[src/rtl/muldiv_pkg.sv]
// Shared definitions for the iterative RV32M multiply/divide unit:
// funct3 encodings, FSM states, special-case result constants.
package muldiv_pkg;

  localparam int XLEN = 32;

  localparam logic [2:0] F3_MUL    = 3'b000;
  localparam logic [2:0] F3_MULH   = 3'b001;
  localparam logic [2:0] F3_MULHSU = 3'b010;
  localparam logic [2:0] F3_MULHU  = 3'b011;
  localparam logic [2:0] F3_DIV    = 3'b100;
  localparam logic [2:0] F3_DIVU   = 3'b101;
  localparam logic [2:0] F3_REM    = 3'b110;
  localparam logic [2:0] F3_REMU   = 3'b111;

  typedef enum logic [1:0] {
    ST_IDLE,
    ST_CALC,
    ST_FIX,
    ST_DONE
  } state_t;

  localparam logic [XLEN-1:0] DIV0_QUOT = '1;
  localparam logic [XLEN-1:0] OVF_QUOT  = 32'h8000_0000;
  localparam logic [XLEN-1:0] OVF_REM   = '0;

  function automatic logic signed_a(input logic [2:0] f3);
    return (f3 == F3_MULH) || (f3 == F3_MULHSU) || (f3 == F3_DIV) || (f3 == F3_REM);
  endfunction

  function automatic logic signed_b(input logic [2:0] f3);
    return (f3 == F3_MULH) || (f3 == F3_DIV) || (f3 == F3_REM);
  endfunction

endpackage

[src/rtl/muldiv_unit.sv]
// Iterative RV32M multiply/divide: 32 shift-add or restoring-divide steps,
// then a sign-fix cycle; divide-by-zero and signed overflow finish at accept.
module muldiv_unit #(
  parameter int XLEN  = 32,
  parameter int CNT_W = 5
) (
  input  logic             clk,
  input  logic             rst,
  input  logic             start,
  input  logic [2:0]       funct3,
  input  logic [XLEN-1:0]  rs1_data,
  input  logic [XLEN-1:0]  rs2_data,
  input  logic [4:0]       rd,
  output logic             busy,
  output logic             done,
  output logic [XLEN-1:0]  result,
  output logic [4:0]       wb_rd,
  output logic             wb_en
);
  import muldiv_pkg::*;

  state_t                state, state_d;
  logic [2*XLEN-1:0]     acc;
  logic [XLEN-1:0]       opr;
  logic [CNT_W-1:0]      cnt;
  logic [2:0]            f3_q;
  logic                  neg_a, neg_b;

  logic                  accept;
  logic                  in_neg_a, in_neg_b;
  logic [XLEN-1:0]       mag_a, mag_b;
  logic                  div_zero, div_ovf, special;
  logic [XLEN-1:0]       special_res;
  logic [XLEN:0]         mul_sum;
  logic [2*XLEN-1:0]     mul_next;
  logic [XLEN:0]         div_top;
  logic [XLEN-1:0]       div_rem;
  logic [2*XLEN-1:0]     div_next;
  logic [2*XLEN-1:0]     prod;
  logic [XLEN-1:0]       quot, rem;
  logic [XLEN-1:0]       fix_res;

  assign busy  = (state != ST_IDLE);
  assign done  = (state == ST_DONE);
  assign wb_en = done && (wb_rd != '0);

  // DONE also accepts so back-to-back ops take 34 cycles each
  assign accept = start && ((state == ST_IDLE) || (state == ST_DONE));

  always_comb begin
    in_neg_a    = signed_a(funct3) && rs1_data[XLEN-1];
    in_neg_b    = signed_b(funct3) && rs2_data[XLEN-1];
    mag_a       = in_neg_a ? -rs1_data : rs1_data;
    mag_b       = in_neg_b ? -rs2_data : rs2_data;
    div_zero    = funct3[2] && (rs2_data == '0);
    div_ovf     = ((funct3 == F3_DIV) || (funct3 == F3_REM)) &&
                  (rs1_data == OVF_QUOT) && (rs2_data == '1);
    special     = div_zero || div_ovf;
    special_res = '0;
    if (div_zero)
      special_res = funct3[1] ? rs1_data : DIV0_QUOT;
    else if (div_ovf)
      special_res = funct3[1] ? OVF_REM : OVF_QUOT;
  end

  // Multiply: acc = {partial product, remaining multiplier bits}, shifted right
  always_comb begin
    mul_sum  = {1'b0, acc[2*XLEN-1:XLEN]} + (acc[0] ? {1'b0, opr} : '0);
    mul_next = {mul_sum, acc[XLEN-1:1]};
  end

  // Divide: acc = {remainder, dividend/quotient}; the 33-bit top catches the shifted-out MSB
  always_comb begin
    div_top  = acc[2*XLEN-1:XLEN-1];
    div_rem  = div_top[XLEN-1:0] - opr;
    div_next = {acc[2*XLEN-2:0], 1'b0};
    if (div_top >= {1'b0, opr})
      div_next = {div_rem, acc[XLEN-2:0], 1'b1};
  end

  always_comb begin
    prod    = (neg_a ^ neg_b) ? -acc : acc;
    quot    = (neg_a ^ neg_b) ? -acc[XLEN-1:0] : acc[XLEN-1:0];
    rem     = neg_a ? -acc[2*XLEN-1:XLEN] : acc[2*XLEN-1:XLEN];
    fix_res = '0;
    case (f3_q)
      F3_MUL:                        fix_res = prod[XLEN-1:0];
      F3_MULH, F3_MULHSU, F3_MULHU: fix_res = prod[2*XLEN-1:XLEN];
      F3_DIV, F3_DIVU:               fix_res = quot;
      default:                       fix_res = rem;
    endcase
  end

  always_ff @(posedge clk or posedge rst) begin
    if (rst)
      state <= ST_IDLE;
    else
      state <= state_d;
  end

  always_comb begin
    state_d = state;
    case (state)
      ST_IDLE: if (accept) state_d = special ? ST_DONE : ST_CALC;
      ST_CALC: if (cnt == '1) state_d = ST_FIX;
      ST_FIX:  state_d = ST_DONE;
      ST_DONE: state_d = accept ? (special ? ST_DONE : ST_CALC) : ST_IDLE;
      default: state_d = ST_IDLE;
    endcase
  end

  always_ff @(posedge clk or posedge rst) begin
    if (rst) begin
      acc    <= '0;
      opr    <= '0;
      cnt    <= '0;
      f3_q   <= '0;
      neg_a  <= 1'b0;
      neg_b  <= 1'b0;
      result <= '0;
      wb_rd  <= '0;
    end else if (accept) begin
      f3_q  <= funct3;
      wb_rd <= rd;
      neg_a <= in_neg_a;
      neg_b <= in_neg_b;
      cnt   <= '0;
      if (funct3[2]) begin
        opr <= mag_b;
        acc <= {{XLEN{1'b0}}, mag_a};
      end else begin
        opr <= mag_a;
        acc <= {{XLEN{1'b0}}, mag_b};
      end
      if (special)
        result <= special_res;
    end else if (state == ST_CALC) begin
      cnt <= cnt + 1'b1;
      acc <= f3_q[2] ? div_next : mul_next;
    end else if (state == ST_FIX) begin
      result <= fix_res;
    end
  end

endmodule

[config.mk]
export PLATFORM = sky130hd
export DESIGN_NAME = muldiv_unit
export DESIGN_NICKNAME = d
export VERILOG_FILES = /design/src/rtl/muldiv_pkg.sv /design/src/rtl/muldiv_unit.sv
export SDC_FILE = /design/constraint.sdc
export NUM_CORES = 1
export LEC_CHECK = 0
export CORE_MARGIN = 4
export CORE_UTILIZATION = 45
export CTS_CLUSTER_SIZE = 20
export DETAILED_ROUTE_END_ITERATION = 8
export GPL_TIMING_DRIVEN = 0
export PLACE_DENSITY = 0.7
export SYNTH_ARGS = -nofsm -noshare
export SYNTH_HDL_FRONTEND = slang
export SYNTH_SLANG_ARGS = --single-unit
[constraint.sdc]
create_clock -name clk -period 5.55 [get_ports clk]
set_input_delay 1.11 -clock clk [delete_from_list [all_inputs] [get_ports clk]]
set_output_delay 1.11 -clock clk [all_outputs]
set_load 0.01 [all_outputs]
==> flow_metrics.py, run 1 <==
metrics = {
    "global_routing": {
        "grt.overflow.total": 0,
        "grt_pass1_wl_um": 101900,
        "grt_usage_pct": 37.17,
        "antenna_found_initial": 2,
        "grt_pass1_vias": 16040,
        "grt_max_degree": 97,
    },
    "min_path": {
        "hold_end": "result[21]",
        "hold_class": "flip-flop to flip-flop",
        "min_from": "result[21]",
        "hold_depth": 2,
    },
    "power_and_ir_drop": {
        "p_seq_share_pct": 18.3,
        "leakage_nw": 6.988,
        "p_switching_w": 0.006572,
        "power_w": 0.01173,
        "combPwrFrac_pct": 70.4,
        "p_per_area_nw_per_um2": 675.4,
        "clockPowerShare_pct": 11.3,
        "swShare_pct": 56.05,
        "ir_drop_uv": 356.5,
        "intPower_w": 0.005154,
    },
    "cells_and_area": {
        "n_antenna_cell": 0,
        "fin_cells": 2620,
        "areaGrowthSynthToFinish_pct": 15.95,
        "mostFrequentLayoutCells": "o21ai_0 (255), nand2_1 (243), nor2_1 (184)",
        "final_common_cell": "o21ai_0",
        "nets": 2317,
        "fillers": 3288,
        "final_layout_size_suffix_gt1_share_pct": 3.489,
        "fin_area_um2": 17360,
    },
    "synthesis": {
        "synth_edf_count": 0,
        "synth.area.top_cells": "dfrtp_1 (24%), o21ai_0 (8.5%), ha_1 (6.3%)",
        "ys_types": 80,
        "yosysTopAreaCell": "dfrtp_1",
        "synth.avg_cell_area_um2": 7.372,
        "synthCells": 2031,
        "async_flop_share_pct": 100.0,
        "ys_dominant_reg_cell": "dfrtp_1",
        "synth_nets": 2183,
        "yosysWarningCount": 0,
        "ys_seq_area_share_pct": 24.24,
        "synth-seq-cells": 145,
        "synth_area_um2": 14970,
        "synth_top_area_share_pct": 24.24,
    },
    "floorplanning": {
        "core_area_um2": 32700,
        "start_util_pct": 45.78,
        "die_h_um": 190.4,
        "dieArea_um2": 36250,
        "die_width_um": 190.4,
        "row_count": 66,
        "pin_count": 115,
    },
    "placed_design": {
        "placedCellCount": 2588,
        "dp_hpwl_um": 54760,
        "io_buffers": 114,
        "placed_area_um2": 16700,
        "dp_slack_ns": -0.2147,
        "place_congestion": 1.040,
    },
    "timing": {
        "setup_ws_ns": 0.3083,
        "period_share_pct": 94.45,
        "max_slew.worst_pin.slew_ns": 1.386,
        "clock_skew_ns": 0.01799,
        "hold_viol_final": 0,
        "final_max_slew_viol_count": 0,
        "fmax_mhz": 190.8,
        "relSlewSlack_pct": 7.283,
        "finalSetupViolCount": 0,
        "hold_ws_ns": 0.4768,
        "rsz0062_at_grt": "no",
        "layout_min_cycle_time_ns": 5.242,
    },
    "worst_setup_path": {
        "crit_type": "input pin to flip-flop",
        "reg2reg_slack_ns": 0.60,
        "crit_fanout": 10,
        "cp-start-kind": "input pin",
        "worstRegToRegCells": 14,
        "worst_setup_path_end_kind": "flip-flop",
        "cp-startpoint": "rs2_data[2]",
        "rr_endpoint": "acc[63]",
        "r2r-start": "acc[0]",
        "required_ns": 5.91,
        "worst_ep_arrival_time_ns": 5.60,
    },
    "drt": {
        "ant_nets": 0,
        "dr.pass1.iters": 6,
        "dr.first_iter.drc_count": 1895,
        "totalWireLength_um": 69180,
        "wl_per_cell_um": 26.40,
        "route.detailed.drc": 0,
        "avgViaCountPerCell": 6.521,
        "via_count": 17080,
    },
    "clock_tree": {
        "numCtsBuffers": 17,
        "postCtsSetupBuffers": 0,
        "clk_latency_ns": 0.45,
        "cts_root_buffer": "clkbuf_16",
        "cts-hold-fix-buffers": 0,
        "cts-htree-levels": 4,
        "cts_sinks": 145,
        "clkTransAtPathRegs_ns": 0.08,
        "cts.path.max_buffers": 2,
        "cts_tree": "done",
    },
    "flow_run": {
        "cap_viol_max_count": 0,
    },
    "status": {
        "status": "finished clean",
    },
}
[sequential cells by signal (all words and copies together), names as in the netlist]
| name | count |
|---|---|
| state | 2 |
| wb_rd | 5 |
| f3_q | 3 |
| result | 32 |
| cnt | 5 |
| acc | 64 |
| neg_b | 1 |
| opr | 32 |
| neg_a | 1 |
[synthesized netlist by cell type (all sizes together) (12+ instances only)]
cell    instances
o21ai         261
nand2         244
nor2          188
a21oi         176
dfrtp         145
clkbuf        111
xnor2         103
ha             75
xor2           71
inv            66
mux2i          56
o211ai         47
nor3           46
a21o           32
o31ai          31
nand2b         26
a211oi         25
buf            25
o221ai         25
nand3          23
nand4          23
nor4           21
a31oi          19
or4            19
nor2b          14
o41ai          13
and3           12
or3            12
[through the flow]
stage	TNS [ns]	util [%]
finish	0	53.09
global route	0	53.09
CTS	0	53.06
global placement	-244.00	50.96
floorplan	0	-
detailed placement	-1.111	51.06
[power by group through the flow]
stage | sequential, W | combinational [W] | clock, W
floorplan | 0.00193 | 0.00530 | 0
global placement | 0.00210 | 0.00785 | 0
detailed placement | 0.00212 | 0.00792 | 0
CTS | 0.00210 | 0.00797 | 0.00133
global route | 0.00218 | 0.00884 | 0.00137
finish | 0.00214 | 0.00825 | 0.00133
[timing repair]
item	in CTS	in global routing
setup endpoints to repair	0	2
gates resized for setup	0	1
endpoints found under the hold margin	0	0
[routing by layer]
metal / vias to the layer above / part of all wire, % / track usage, %
met2: 1022 / 42 / 55.86
li1: 7631 / - / -
met5: - / 0.019 / 0
met4: 2 / 5.5 / 16.71
met1: 8238 / 42 / 51.23
met3: 191 / 11 / 8.257
[worst max-delay path, stage by stage]
cell and delay, ns:
clkdlybuf4s50_1 0.53, nor4_2 0.67, nand3_1 0.33, nor3_1 0.24
nand2_1 0.22, nor4_4 0.60, nand2_1 0.26, a21oi_1 0.52
clkbuf_1 0.42, o21ai_0 0.41, o21ai_0 0.27
[worst max-delay path by stage]
stage | endpoint | cells past startpoint
2_1_floorplan | acc[0] | 1
3_3_place_gp | result[23] | 2
3_5_place_dp | result[30] | 11
4_1_cts | result[30] | 11
5_1_grt | result[27] | 12
6_report | result[30] | 11
[layout make-up]
type                       count  area [µm²]  area share (%)
buffer                       136       541.8           3.121
clock inverter                14       214.0           1.232
clock buffer                  18       439.2           2.530
tap                          442       553.0           3.186
multi-input combinational   1683       10560           60.82
inverter                      67       256.5           1.477
timing repair buffer         115        1169           6.732
sequential                   145        3628           20.90
[cells by family after synthesis]
logic type	after synthesis	synth area share, %
XOR/XNOR	174	10.18
adder cells (fa/ha/maj)	77	6.535
buffers and inverters	203	5.298
flip-flops	145	24.24
multiplexers	57	3.819
AO/OA/AOI/OAI	714	29.21
AND/OR/NAND/NOR	661	20.73
Power figures use the tool's default switching activity.
==> run 2: changes to the inputs <==
--- a/config.mk
+++ b/config.mk
@@ -7,6 +7,7 @@
 export LEC_CHECK = 0
 export CORE_MARGIN = 4
 export CORE_UTILIZATION = 45
+export CTS_CLUSTER_DIAMETER = 120
 export CTS_CLUSTER_SIZE = 20
 export DETAILED_ROUTE_END_ITERATION = 8
 export GPL_TIMING_DRIVEN = 0
==> constraint.sdc (replaced) <==
create_clock -name clk -period 6.6 [get_ports clk]
set_input_delay 1.32 -clock clk [delete_from_list [all_inputs] [get_ports clk]]
set_output_delay 1.32 -clock clk [all_outputs]
set_load 0.01 [all_outputs]
==> flow_metrics.py, run 2 (synthesis gave the netlist of run 1 again) <==
metrics = {
    "placed_design": {
        "placed_area_um2": 16700,
        "dp_hpwl_um": 54760,
        "place_congestion": 1.040,
        "io_buffers": 114,
        "placedCellCount": 2588,
    },
    "cells_and_area": {
        "fin_util_pct": 53.07,
        "reg_top3": "acc: 64 flops, opr: 32 flops, result: 32 flops",
        "final_layout_size_suffix_gt1_share_pct": 3.489,
        "largest_register_ff_count": 64,
        "fillers": 3289,
        "mostFrequentLayoutCells": "o21ai_0 (255), nand2_1 (243), nor2_1 (184)",
        "fin_area_um2": 17350,
        "final_common_cell": "o21ai_0",
        "nets": 2317,
        "fin_cells": 2621,
        "areaGrowthSynthToFinish_pct": 15.91,
        "largest-register": "acc",
    },
    "worst_setup_path": {
        "crit_slowest_cell": "nor4_2",
        "crit_type": "input pin to flip-flop",
        "worst_setup_path_end_kind": "flip-flop",
        "worst_ep_arrival_time_ns": 6.11,
        "crit_path_max_incr_delay_ns": 0.83,
        "required_ns": 6.96,
        "cp-start-kind": "input pin",
        "worstPathCellList": "clkdlybuf4s50_1, nor4_2, nand3_1, nor3_1, nand2_1, nor4_2, nand2_1, a21oi_1, clkbuf_1, o21ai_0, o21ai_0",
        "crit_fanout": 10,
    },
    "drt": {
        "wl_per_cell_um": 26.47,
        "dr.first_iter.drc_count": 1835,
        "route.detailed.drc": 0,
        "dr.pass1.iters": 9,
        "totalWireLength_um": 69380,
        "ant_nets": 0,
        "avgViaCountPerCell": 6.485,
        "via_count": 17000,
    },
    "global_routing": {
        "antenna_found_initial": 2,
        "grt_pass1_vias": 16040,
        "grt_usage_pct": 37.17,
        "grt_pass1_wl_um": 101900,
        "grt_max_degree": 97,
        "grt.overflow.total": 0,
    },
    "clock_tree": {
        "clkTransAtPathRegs_ns": 0.08,
        "cts-htree-levels": 4,
        "cts.path.max_buffers": 2,
        "clk_latency_ns": 0.45,
        "cts_root_buffer": "clkbuf_16",
        "postCtsSetupBuffers": 0,
        "cts_tree": "done",
        "numCtsBuffers": 17,
        "cts-hold-fix-buffers": 0,
        "cts_sinks": 145,
        "ctsResizeCount": 0,
    },
    "timing": {
        "relSlewSlack_pct": 6.647,
        "final_max_slew_viol_count": 0,
        "rsz0062_at_grt": "no",
        "finalSetupViolCount": 0,
        "layout_min_cycle_time_ns": 5.747,
        "period_share_pct": 87.08,
        "fmax_mhz": 174.0,
        "hold_viol_final": 0,
        "clock_skew_ns": 0.01829,
        "max_slew.worst_pin.slew_ns": 1.395,
    },
    "flow_run": {
        "cap_viol_max_count": 0,
    },
    "floorplanning": {
        "pin_count": 115,
        "die_width_um": 190.4,
        "die_h_um": 190.4,
        "start_util_pct": 45.78,
        "dieArea_um2": 36250,
        "row_count": 66,
        "core_area_um2": 32700,
    },
    "power_and_ir_drop": {
        "power_w": 0.009892,
        "leakage_nw": 6.982,
        "p_per_area_nw_per_um2": 570.0,
        "ir_drop_uv": 301.2,
    },
    "min_path": {
        "hold_class": "flip-flop to flip-flop",
    },
    "status": {
        "status": "finished clean",
    },
}
-- run 2: cell count changes in the layout (fill, tap and decap cells not counted), sizes merged --
| cell | before | now |
|---|---|---|
| diode | 0 | 1 |
-- run 2: area by class of cell --
| type | instances | area (µm²) | share of cell area, % |
|---|---|---|---|
| Inverter | 67 | 256.5 | 1.478 |
| Clock inverter | 14 | 214.0 | 1.233 |
| Antenna cell | 1 | 2.502 | 0.01442 |
| Multi-Input combinational cell | 1683 | 10550 | 60.79 |
| Sequential cell | 145 | 3628 | 20.91 |
| Timing Repair Buffer | 115 | 1169 | 6.734 |
| Tap cell | 442 | 553.0 | 3.187 |
| Buffer | 136 | 541.8 | 3.122 |
| Clock buffer | 18 | 439.2 | 2.531 |
-- run 2: power by group --
part | leakage [nW] | internal (W) | total (W) | switching, W
combinational | 4.84 | 0.00242 | 0.00697 | 0.00455
sequential | 1.83 | 0.00129 | 0.00180 | 0.000514
clock | 0.319 | 0.000628 | 0.00112 | 0.000495
-- run 2: worst max-delay path: cells and delay by family --
| kind | cells | cell delay [ns] |
|---|---|---|
| and+or+nand+nor | 6 | 2.59 |
| AOI/OAI and AO/OA | 3 | 1.22 |
| buffers and inverters | 2 | 0.95 |
-- run 2: per-layer routing --
| layer | GRT usage, % | part of all wire (%) |
|---|---|---|
| met2 | 55.86 | 43 |
| met1 | 51.23 | 42 |
| met3 | 8.257 | 10 |
| met5 | 0 | 0.019 |
| met4 | 16.71 | 5.1 |
-- run 2: per-stage QoR --
step | setup WS, ns | TNS (ns) | hold WS (ns)
detailed placement | 0.6253 | 0 | 0.4664
global route | 0.7730 | 0 | 0.5056
finish | 0.8530 | 0 | 0.4772
global placement | -0.8673 | -121.42 | 0.4563
floorplan | 1.385 | 0 | 0.4498
CTS | 1.086 | 0 | 0.4806
-- run 2: worst paths after layout --
check | from | endpoint | slack (ns) | depth (start not counted)
worst min register to register | result[21] | result[21] | 0.48 | 2
max in group asynchronous | rst | result[16] | 4.38 | 3
worst min-delay path | result[21] | result[21] | 0.48 | 2
min in group asynchronous | rst | cnt[0] | 1.30 | 2
worst max-delay path | rs2_data[2] | result[30] | 0.85 | 11
worst max register to register | acc[0] | acc[63] | 1.61 | 14
